## config.mk

```make
export PLATFORM = sky130hd
export DESIGN_NAME = reg_file_sb
export DESIGN_NICKNAME = d
export VERILOG_FILES = /design/src/rtl/reg_file_sb.sv
export SDC_FILE = /design/constraint.sdc
export NUM_CORES = 1
export LEC_CHECK = 0
export CAP_MARGIN = 20
export CORE_MARGIN = 2
export CORE_UTILIZATION = 58
export DETAILED_ROUTE_END_ITERATION = 8
export PLACE_DENSITY = 0.78
export SYNTH_ARGS = -nofsm -noshare
export SYNTH_HDL_FRONTEND = slang
export SYNTH_SLANG_ARGS = --single-unit
export TNS_END_PERCENT = 100
```

## constraint.sdc

```tcl
create_clock -name clk -period 5.6 [get_ports clk]
set_input_delay 1.12 -clock clk [delete_from_list [all_inputs] [get_ports clk]]
set_output_delay 1.12 -clock clk [all_outputs]
set_load 0.005 [all_outputs]
```

## src/rtl/reg_file_sb.sv

```systemverilog
// General-purpose register file: two combinational read ports, one synchronous write port,
// per-register busy scoreboard and a ready/valid debug dump engine.
module reg_file_sb #(
    parameter int DATA_W   = 16,
    parameter int ADDR_W   = 3,
    parameter int ZERO_REG = 1,
    parameter int BYPASS   = 1
) (
    input  logic              clk,
    input  logic              reset,
    input  logic              we,
    input  logic [ADDR_W-1:0] waddr,
    input  logic [DATA_W-1:0] wdata,
    input  logic [ADDR_W-1:0] raddr1,
    input  logic [ADDR_W-1:0] raddr2,
    output logic [DATA_W-1:0] rdata1,
    output logic [DATA_W-1:0] rdata2,
    output logic              rbusy1,
    output logic              rbusy2,
    input  logic              sb_set,
    input  logic [ADDR_W-1:0] sb_addr,
    input  logic              dump_start,
    output logic              dump_valid,
    input  logic              dump_ready,
    output logic [ADDR_W-1:0] dump_addr,
    output logic [DATA_W-1:0] dump_data,
    output logic              dump_done
);

    localparam int                DEPTH     = 2 ** ADDR_W;
    localparam logic [ADDR_W-1:0] ZERO_ADDR = {ADDR_W{1'b0}};
    localparam logic [ADDR_W-1:0] LAST_IDX  = ADDR_W'(DEPTH - 1);
    localparam logic [DATA_W-1:0] ZERO_DATA = {DATA_W{1'b0}};

    typedef enum logic [1:0] {
        IDLE = 2'd0,
        DUMP = 2'd1,
        DONE = 2'd2
    } dump_state_t;

    logic [DATA_W-1:0] regs_r [DEPTH];
    logic [DEPTH-1:0]  busy_r;
    dump_state_t       state_r;
    logic [ADDR_W-1:0] dump_idx_r;
    logic              dump_valid_r;
    logic              dump_done_r;

    logic              wr_ok_s;
    logic              set_ok_s;
    logic [DATA_W-1:0] rdata1_s;
    logic [DATA_W-1:0] rdata2_s;
    logic              rbusy1_s;
    logic              rbusy2_s;
    logic [DATA_W-1:0] dump_data_s;

    // R0 is write-protected and never busy when hardwired to zero
    assign wr_ok_s  = we && !((ZERO_REG != 0) && (waddr == ZERO_ADDR));
    assign set_ok_s = sb_set && !((ZERO_REG != 0) && (sb_addr == ZERO_ADDR));

    // Register array storage
    always_ff @(posedge clk or posedge reset) begin
        if (reset) begin
            for (int i = 0; i < DEPTH; i++) begin
                regs_r[i] <= ZERO_DATA;
            end
        end else if (wr_ok_s) begin
            regs_r[waddr] <= wdata;
        end
    end

    // Busy scoreboard; the set is applied last so it wins over a same-cycle write-back clear
    always_ff @(posedge clk or posedge reset) begin
        if (reset) begin
            busy_r <= {DEPTH{1'b0}};
        end else begin
            if (wr_ok_s) begin
                busy_r[waddr] <= 1'b0;
            end
            if (set_ok_s) begin
                busy_r[sb_addr] <= 1'b1;
            end
        end
    end

    // Read port 1 data and busy, with optional write bypass
    always_comb begin
        rdata1_s = regs_r[raddr1];
        rbusy1_s = busy_r[raddr1];
        if ((ZERO_REG != 0) && (raddr1 == ZERO_ADDR)) begin
            rdata1_s = ZERO_DATA;
            rbusy1_s = 1'b0;
        end else if ((BYPASS != 0) && we && (waddr == raddr1)) begin
            rdata1_s = wdata;
            rbusy1_s = (sb_set && (sb_addr == raddr1)) ? busy_r[raddr1] : 1'b0;
        end else begin
            rdata1_s = regs_r[raddr1];
            rbusy1_s = busy_r[raddr1];
        end
    end

    // Read port 2 data and busy, with optional write bypass
    always_comb begin
        rdata2_s = regs_r[raddr2];
        rbusy2_s = busy_r[raddr2];
        if ((ZERO_REG != 0) && (raddr2 == ZERO_ADDR)) begin
            rdata2_s = ZERO_DATA;
            rbusy2_s = 1'b0;
        end else if ((BYPASS != 0) && we && (waddr == raddr2)) begin
            rdata2_s = wdata;
            rbusy2_s = (sb_set && (sb_addr == raddr2)) ? busy_r[raddr2] : 1'b0;
        end else begin
            rdata2_s = regs_r[raddr2];
            rbusy2_s = busy_r[raddr2];
        end
    end

    // Dump beat data tracks the stored contents live, without bypass
    always_comb begin
        if ((ZERO_REG != 0) && (dump_idx_r == ZERO_ADDR)) begin
            dump_data_s = ZERO_DATA;
        end else begin
            dump_data_s = regs_r[dump_idx_r];
        end
    end

    // Dump engine state machine with registered handshake outputs
    always_ff @(posedge clk or posedge reset) begin
        if (reset) begin
            state_r      <= IDLE;
            dump_idx_r   <= ZERO_ADDR;
            dump_valid_r <= 1'b0;
            dump_done_r  <= 1'b0;
        end else begin
            case (state_r)
                IDLE: begin
                    dump_done_r <= 1'b0;
                    if (dump_start) begin
                        state_r      <= DUMP;
                        dump_idx_r   <= ZERO_ADDR;
                        dump_valid_r <= 1'b1;
                    end else begin
                        dump_valid_r <= 1'b0;
                    end
                end
                DUMP: begin
                    if (dump_ready) begin
                        if (dump_idx_r == LAST_IDX) begin
                            state_r      <= DONE;
                            dump_valid_r <= 1'b0;
                            dump_done_r  <= 1'b1;
                        end else begin
                            dump_idx_r <= dump_idx_r + ADDR_W'(1);
                        end
                    end
                end
                DONE: begin
                    state_r      <= IDLE;
                    dump_valid_r <= 1'b0;
                    dump_done_r  <= 1'b0;
                end
                default: begin
                    state_r      <= IDLE;
                    dump_valid_r <= 1'b0;
                    dump_done_r  <= 1'b0;
                end
            endcase
        end
    end

    assign rdata1     = rdata1_s;
    assign rdata2     = rdata2_s;
    assign rbusy1     = rbusy1_s;
    assign rbusy2     = rbusy2_s;
    assign dump_valid = dump_valid_r;
    assign dump_addr  = dump_idx_r;
    assign dump_data  = dump_data_s;
    assign dump_done  = dump_done_r;

endmodule

```

==> results.yml <==
setup_path:
  cp-end-kind: "output port"
  path_max_fanout: 15
  cpMostUsedCell: "clkdlybuf4s50_1"
  critPathBufInv: 2
  critPathSlowestCell: "clkdlybuf4s50_1"
  crit_family: "buffers and inverters"
  required_ns: 4.48
  arrival_ns: 4.19
  startpoint_type: "primary input"
  worstSetupPathType: "primary input to output port"
  crit_chain: "clkdlybuf4s50_1, nand2b_1, o22ai_1, a211oi_1, nor3_1, clkdlybuf4s50_1"
  critPathMaxStageDelay_ns: 0.83
global_route:
  antenna_found_initial: 0
  grt.overflow.total: 0
  grt_pass1_wl_um: 40700
  grt_max_degree: 107
  track_usage_pct: 33.6
  first_global_vias: 7227
synthesis:
  yosys.area.top_type: "dfrtp_1"
  synth.top_cell.area_share_pct: 40.7
  synthesis.nets: 723
  yosysSeqAreaShare_pct: 40.7
  synth_flop_cell: "dfrtp_1"
  synthArstFlopShare_pct: 100
  synth_edf_count: 0
  avgSynthCellArea_um2: 12.8
  yosys-top-cells-count: "dfrtp_1 (143), mux2_2 (113), mux4_2 (69), mux2i_1 (63), buf_2 (38)"
  ys_ff_latch: 143
  synth.most_common_cell: "dfrtp_1"
  ys_warn_count: 0
  syn-instance-count: 686
  synth_area_mm2: 0.00880
  yosysUniqueCellTypes: 38
  netlist_top_cells_area: "dfrtp_1 (41%), mux4_2 (18%), mux2_2 (14%), mux2i_1 (7.2%), a211oi_1 (2.6%)"
sta:
  maxSlewHeadroom_pct: 28.0
  fin_tns_setup_ns: 0
  fin_crit_ns: 5.31
  fin_crit_sh_pct: 94.9
  hold_viol_final: 0
  fin_skew_ns: 0.00722
  worstMarginPinSlew_ns: 1.08
  rsz0062_at_grt: "no"
  timing.hold.ws_ns: 0.402
  finalSetupViolCount: 0
  fmax_mhz: 188
  slew_violations: 0
cts:
  clock_latency_ns: 0.43
  cts_sinks: 143
  cts-htree-levels: 4
  clk_path_buf_depth: 2
  postCtsSetupBuffers: 0
  cts_buffers: 17
  ctsHoldBuffers: 0
  cts_repair_resize_count: 0
  cts_tree: "yes"
  clk_pin_slew_ns: 0.06
  root_buffer: "clkbuf_16"
placed_design:
  port_buffers: 88
  place_congestion: 0.887
  dpl-instance-area_mm2: 0.00979
  hpwlAfterDp_um: 16100
power_and_ir_drop:
  pwr-share-seq_pct: 36.8
  p_leak_uw: 0.00426
  finalPower_uw: 4260
  internal_power_uw: 2910
  ir_worst_vdd_mv: 0.261
  clkPwrFrac_pct: 27.6
  comb_power_share_pct: 35.6
  power_switching_uw: 1350
  p_per_area_mw_per_mm2: 409
  swShare_pct: 31.6
floorplan:
  die_h_um: 127
  initial_core_util_pct: 58.5
  die_width_um: 127
  dieArea_mm2: 0.0162
  num_rows: 45
  io_pins: 89
  core_area_mm2: 0.0150
finish:
  final_core_util_pct: 69.2
  fin_nets: 782
  diodes: 0
  fin_area_mm2: 0.0104
  syn2layout_area_growth_pct: 18.2
  drive_above_1_share_pct: 33.8
worst_hold_path:
  hold_class: "register to register"
route:
  drt_pre_antenna_iters: 7
  drt-initial-drc-count: 701
  wl_per_cell_um: 27.3
  drcViolationCount: 0
  drtAntennaViolNets: 0
  vias_per_cell: 7.15
  routed_wl_um: 25800
  vias: 6760
job:
  maxCapViolations: 0
status:
  status: "finished, final reports clean"
layout by cell type (no fill, tap or decap), types with 4 or more instances in the layout:
| cell | n |
|---|---|
| o22ai_1 | 33 |
| clkbuf_16 | 17 |
| dfrtp_1 | 141 |
| nand2_1 | 10 |
| clkinvlp_4 | 4 |
| nand2b_1 | 7 |
| inv_1 | 6 |
| mux2_2 | 113 |
| a211oi_1 | 31 |
| a22o_1 | 18 |
| o21ai_0 | 5 |
| buf_4 | 30 |
| a21oi_1 | 5 |
| nor2_1 | 37 |
| nor3_1 | 31 |
| mux4_2 | 69 |
| xnor2_1 | 9 |
| clkdlybuf4s50_1 | 86 |
| mux2i_1 | 63 |
worst paths after layout:
path / slack, ns / to / depth (start not counted) / from
setup / recovery: 0.29 / rdata2[12] / 6 / raddr2[0]
hold / removal: 0.40 / busy_r[0] / 0 / busy_r[0]
setup reg to reg: 3.21 / dump_addr[0] / 5 / dump_addr[1]
hold reg to reg: 0.40 / busy_r[0] / 0 / busy_r[0]
max in group asynchronous: 3.21 / regs_r[96] / 3 / reset
min in group asynchronous: 1.28 / busy_r[0] / 2 / reset
flip-flops by register name (all words and copies together), names as in the netlist:
register,flops
busy_r,8
dump_addr,3
dump_done,1
dump_valid,1
regs_r,128
state_r,2
final cells by class:
type | count | area [µm²]
timing repair buffer | 118 | 1100
clock buffer | 20 | 447
clock inverter | 12 | 160
inverter | 7 | 31.3
fill | 1009 | 4630
sequential | 143 | 3580
multi-input combinational | 458 | 4850
tap | 188 | 235
metrics by stage:
| stage | std cells | worst slack (ns) |
|---|---|---|
| after floorplan | 686 | 0.642 |
| after global placement | 914 | 0.605 |
| after detailed placement | 914 | 0.566 |
| after CTS | 946 | 0.482 |
| after global routing | 946 | 0.312 |
| final | 946 | 0.286 |
metal layers:
layer / global-route usage [%] / vias to the layer above / wire length, µm / share of wire, %
li1: - / 2774 / - / -
met1: 41.8 / 3371 / 9580 / 37
met2: 52.8 / 491 / 12600 / 49
met3: 9.72 / 124 / 2420 / 9.4
met4: 19.5 / 0 / 1270 / 4.9
met5: 0 / - / 0 / 0
power groups by stage:
stage / Clock, µW / Sequential [µW] / Combinational (µW)
3_5_place_dp: 0 / 1570 / 1500
2_1_floorplan: 0 / 1390 / 1050
4_1_cts: 1190 / 1550 / 1510
3_3_place_gp: 0 / 1530 / 1460
6_report: 1180 / 1570 / 1520
5_1_grt: 1230 / 1600 / 1620
kinds of logic (layout without fill, tap and decap cells):
logic type	Yosys count	count (layout)	share of synthesized area (%)
compound gates	96	96	7.79
xor+xnor	12	12	1.28
fa+ha+maj	3	3	0.427
buf+inv	85	157	4.59
flops	143	143	40.7
mux	245	245	39.3
simple gates	102	102	5.94
Note: power is estimated with default switching activity, not from simulation.
==> RTL change, RTL diff (same settings) <==
Reset style: synchronous (`reset`), changed in 3 clocked blocks.
--- a/src/rtl/reg_file_sb.sv
+++ b/src/rtl/reg_file_sb.sv
@@ -58,7 +58,7 @@
     assign set_ok_s = sb_set && !((ZERO_REG != 0) && (sb_addr == ZERO_ADDR));
 
     // Register array storage
-    always_ff @(posedge clk or posedge reset) begin
+    always_ff @(posedge clk) begin
         if (reset) begin
             for (int i = 0; i < DEPTH; i++) begin
                 regs_r[i] <= ZERO_DATA;
@@ -69,7 +69,7 @@
     end
 
     // Busy scoreboard; the set is applied last so it wins over a same-cycle write-back clear
-    always_ff @(posedge clk or posedge reset) begin
+    always_ff @(posedge clk) begin
         if (reset) begin
             busy_r <= {DEPTH{1'b0}};
         end else begin
@@ -124,7 +124,7 @@
     end
 
     // Dump engine state machine with registered handshake outputs
-    always_ff @(posedge clk or posedge reset) begin
+    always_ff @(posedge clk) begin
         if (reset) begin
             state_r      <= IDLE;
             dump_idx_r   <= ZERO_ADDR;
Formal check against the unedited RTL: not equivalent (Yosys sat finds a counterexample within 4 cycles, from zero or initial values and one cycle with reset high; the reset may be asserted at any time).
==> RTL change against the original RTL <==
Register-to-register slack gained 0.65 ns. Cell area grew 3.1%. First-iteration DRC count grew 59%. Setup slack gained 0.23 ns. Sequential cell count grew 3. Wire length grew 8.9%. Area after synthesis grew 2.9%. Worst hold slack gained 0.075 ns. Via count grew 5.3%.
Power is not compared: it rests on default switching activity, and its combinational part moved more than twofold at a synthesized area within 25%.
==> RTL change: results (changes against the original RTL) <==
Outcome:
- Run status: finished, final reports clean (unchanged).

Logic synthesis:
- The fraction of the mapped netlist area in compound gates is 6.287% (was 7.793%).
- The number of synthesized flops with an enable pin is 128 (was 0).
- Post-synth top cells: edfxtp_1 (128), and2_1 (112), mux2i_1 (83) (was dfrtp_1 (143), mux2_2 (113), mux4_2 (69)).
- The synthesized-area fraction occupied by xor and xnor cells is 1.161% (was 1.280%).
- The dominant synthesized flop cell was edfxtp_1 (was dfrtp_1).
- The sequential-to-total area share from yosys stat is 46.43% (was 40.67%).
- The fraction of the mapped netlist area in adder cells is 0.4145% (was 0.4266%).
- Cell types occupying the most area after synthesis: edfxtp_1 (42%), mux4_2 (17%), mux2i_1 (9.2%) (was dfrtp_1 (41%), mux4_2 (18%), mux2_2 (14%)).
- The mux contribution to synthesized area is 26.59% (was 39.29%).

Global route:
- The via count of the first global-routing pass was 6928 (was 7227).
- The met2 usage came to 54.81% (was 52.78%).
- The met1 track demand over resource is 46.42% (was 41.84%).
- The pin count of the biggest net entering global routing is 52 (was 107).
- The wire length of the first global-routing pass came to 41830 um (was 40700 um).

Routing:
- The first-pass iteration count of the detailed router is 8 (was 7).
- The wire length reported by the detailed router was 28110 um (was 25810 um).
- The average via count per standard cell is 7.063 (was 7.146).

Placed design:
- The routability congestion estimate from global placement was 0.9842 (was 0.8870).
- The estimated wirelength of the detail-placed design is 18100 um (was 16110 um).

Worst setup path:
- The beginning of the worst register-to-register path is dump_addr[0] (was dump_addr[1]).

Cells and area:
- The share of final-layout standard cells stronger than drive strength 1 came to 18.66% (was 33.77%).
- The post-layout net count is 845 (was 782).

Worst hold path:
- The hold path startpoint is dump_valid (was busy_r[0]).

Timing:
- The transition at the pin with the smallest max-transition slack is 1.057 ns (was 1.080 ns).
- The final clock skew was 0.009553 ns (was 0.007217 ns).
[RTL change: cell count changes in the layout (fill, tap and decap cells not counted), sizes merged, moves of 18 or more]
cell and change:
mux2 -113, dfrtp -143, dfxtp +18, nor2 +22
edfxtp +128, and2 +112, a22o -18, mux2i +20
[RTL change: worst max-delay path, cell delays in order]
cell,delay (ns)
clkdlybuf4s50_1,0.73
xnor2_1,0.36
and4_1,0.52
buf_4,0.26
a211oi_1,0.06
nor3_1,0.33
clkdlybuf4s50_1,0.57
[RTL change: area by class of cell]
class | count | area [um^2]
Clock inverter | 14 | 141.4
Inverter | 12 | 45.04
Tap cell | 188 | 235.2
Timing Repair Buffer | 123 | 1145
Fill cell | 1079 | 4479
Multi-Input combinational cell | 508 | 4526
Clock buffer | 17 | 425.4
Sequential cell | 146 | 4205
[RTL change: path summary, 6_finish.rpt]
check        depth (start not counted)    endpoint
max reg2reg                          6    register
min reg2reg                          1  dump_valid
min                                  1  dump_valid
max                                  7  rdata2[10]
[RTL change: stage by stage]
stage                     total power [uW]  instances  hold WS (ns)
after floorplan                       1621        727        0.4509
after global placement                1839        975        0.4511
after detailed placement              1856        976        0.4647
after CTS                             2955       1007        0.4805
after global routing                  3035       1008        0.5101
final                                 2973       1008        0.4772
[RTL change: cell families after synthesis]
kind of cell	Yosys count
compound gates	85
xor+xnor	12
fa+ha+maj	3
buf+inv	73
flops	146
mux	153
other cells	1
simple gates	239
[RTL change: layer usage]
metal | vias to the layer above | wire (um)
li1 | 2911 | -
met1 | 3440 | 9815
met2 | 643 | 13210
met3 | 126 | 3709
met4 | 0 | 1380
met5 | - | 0
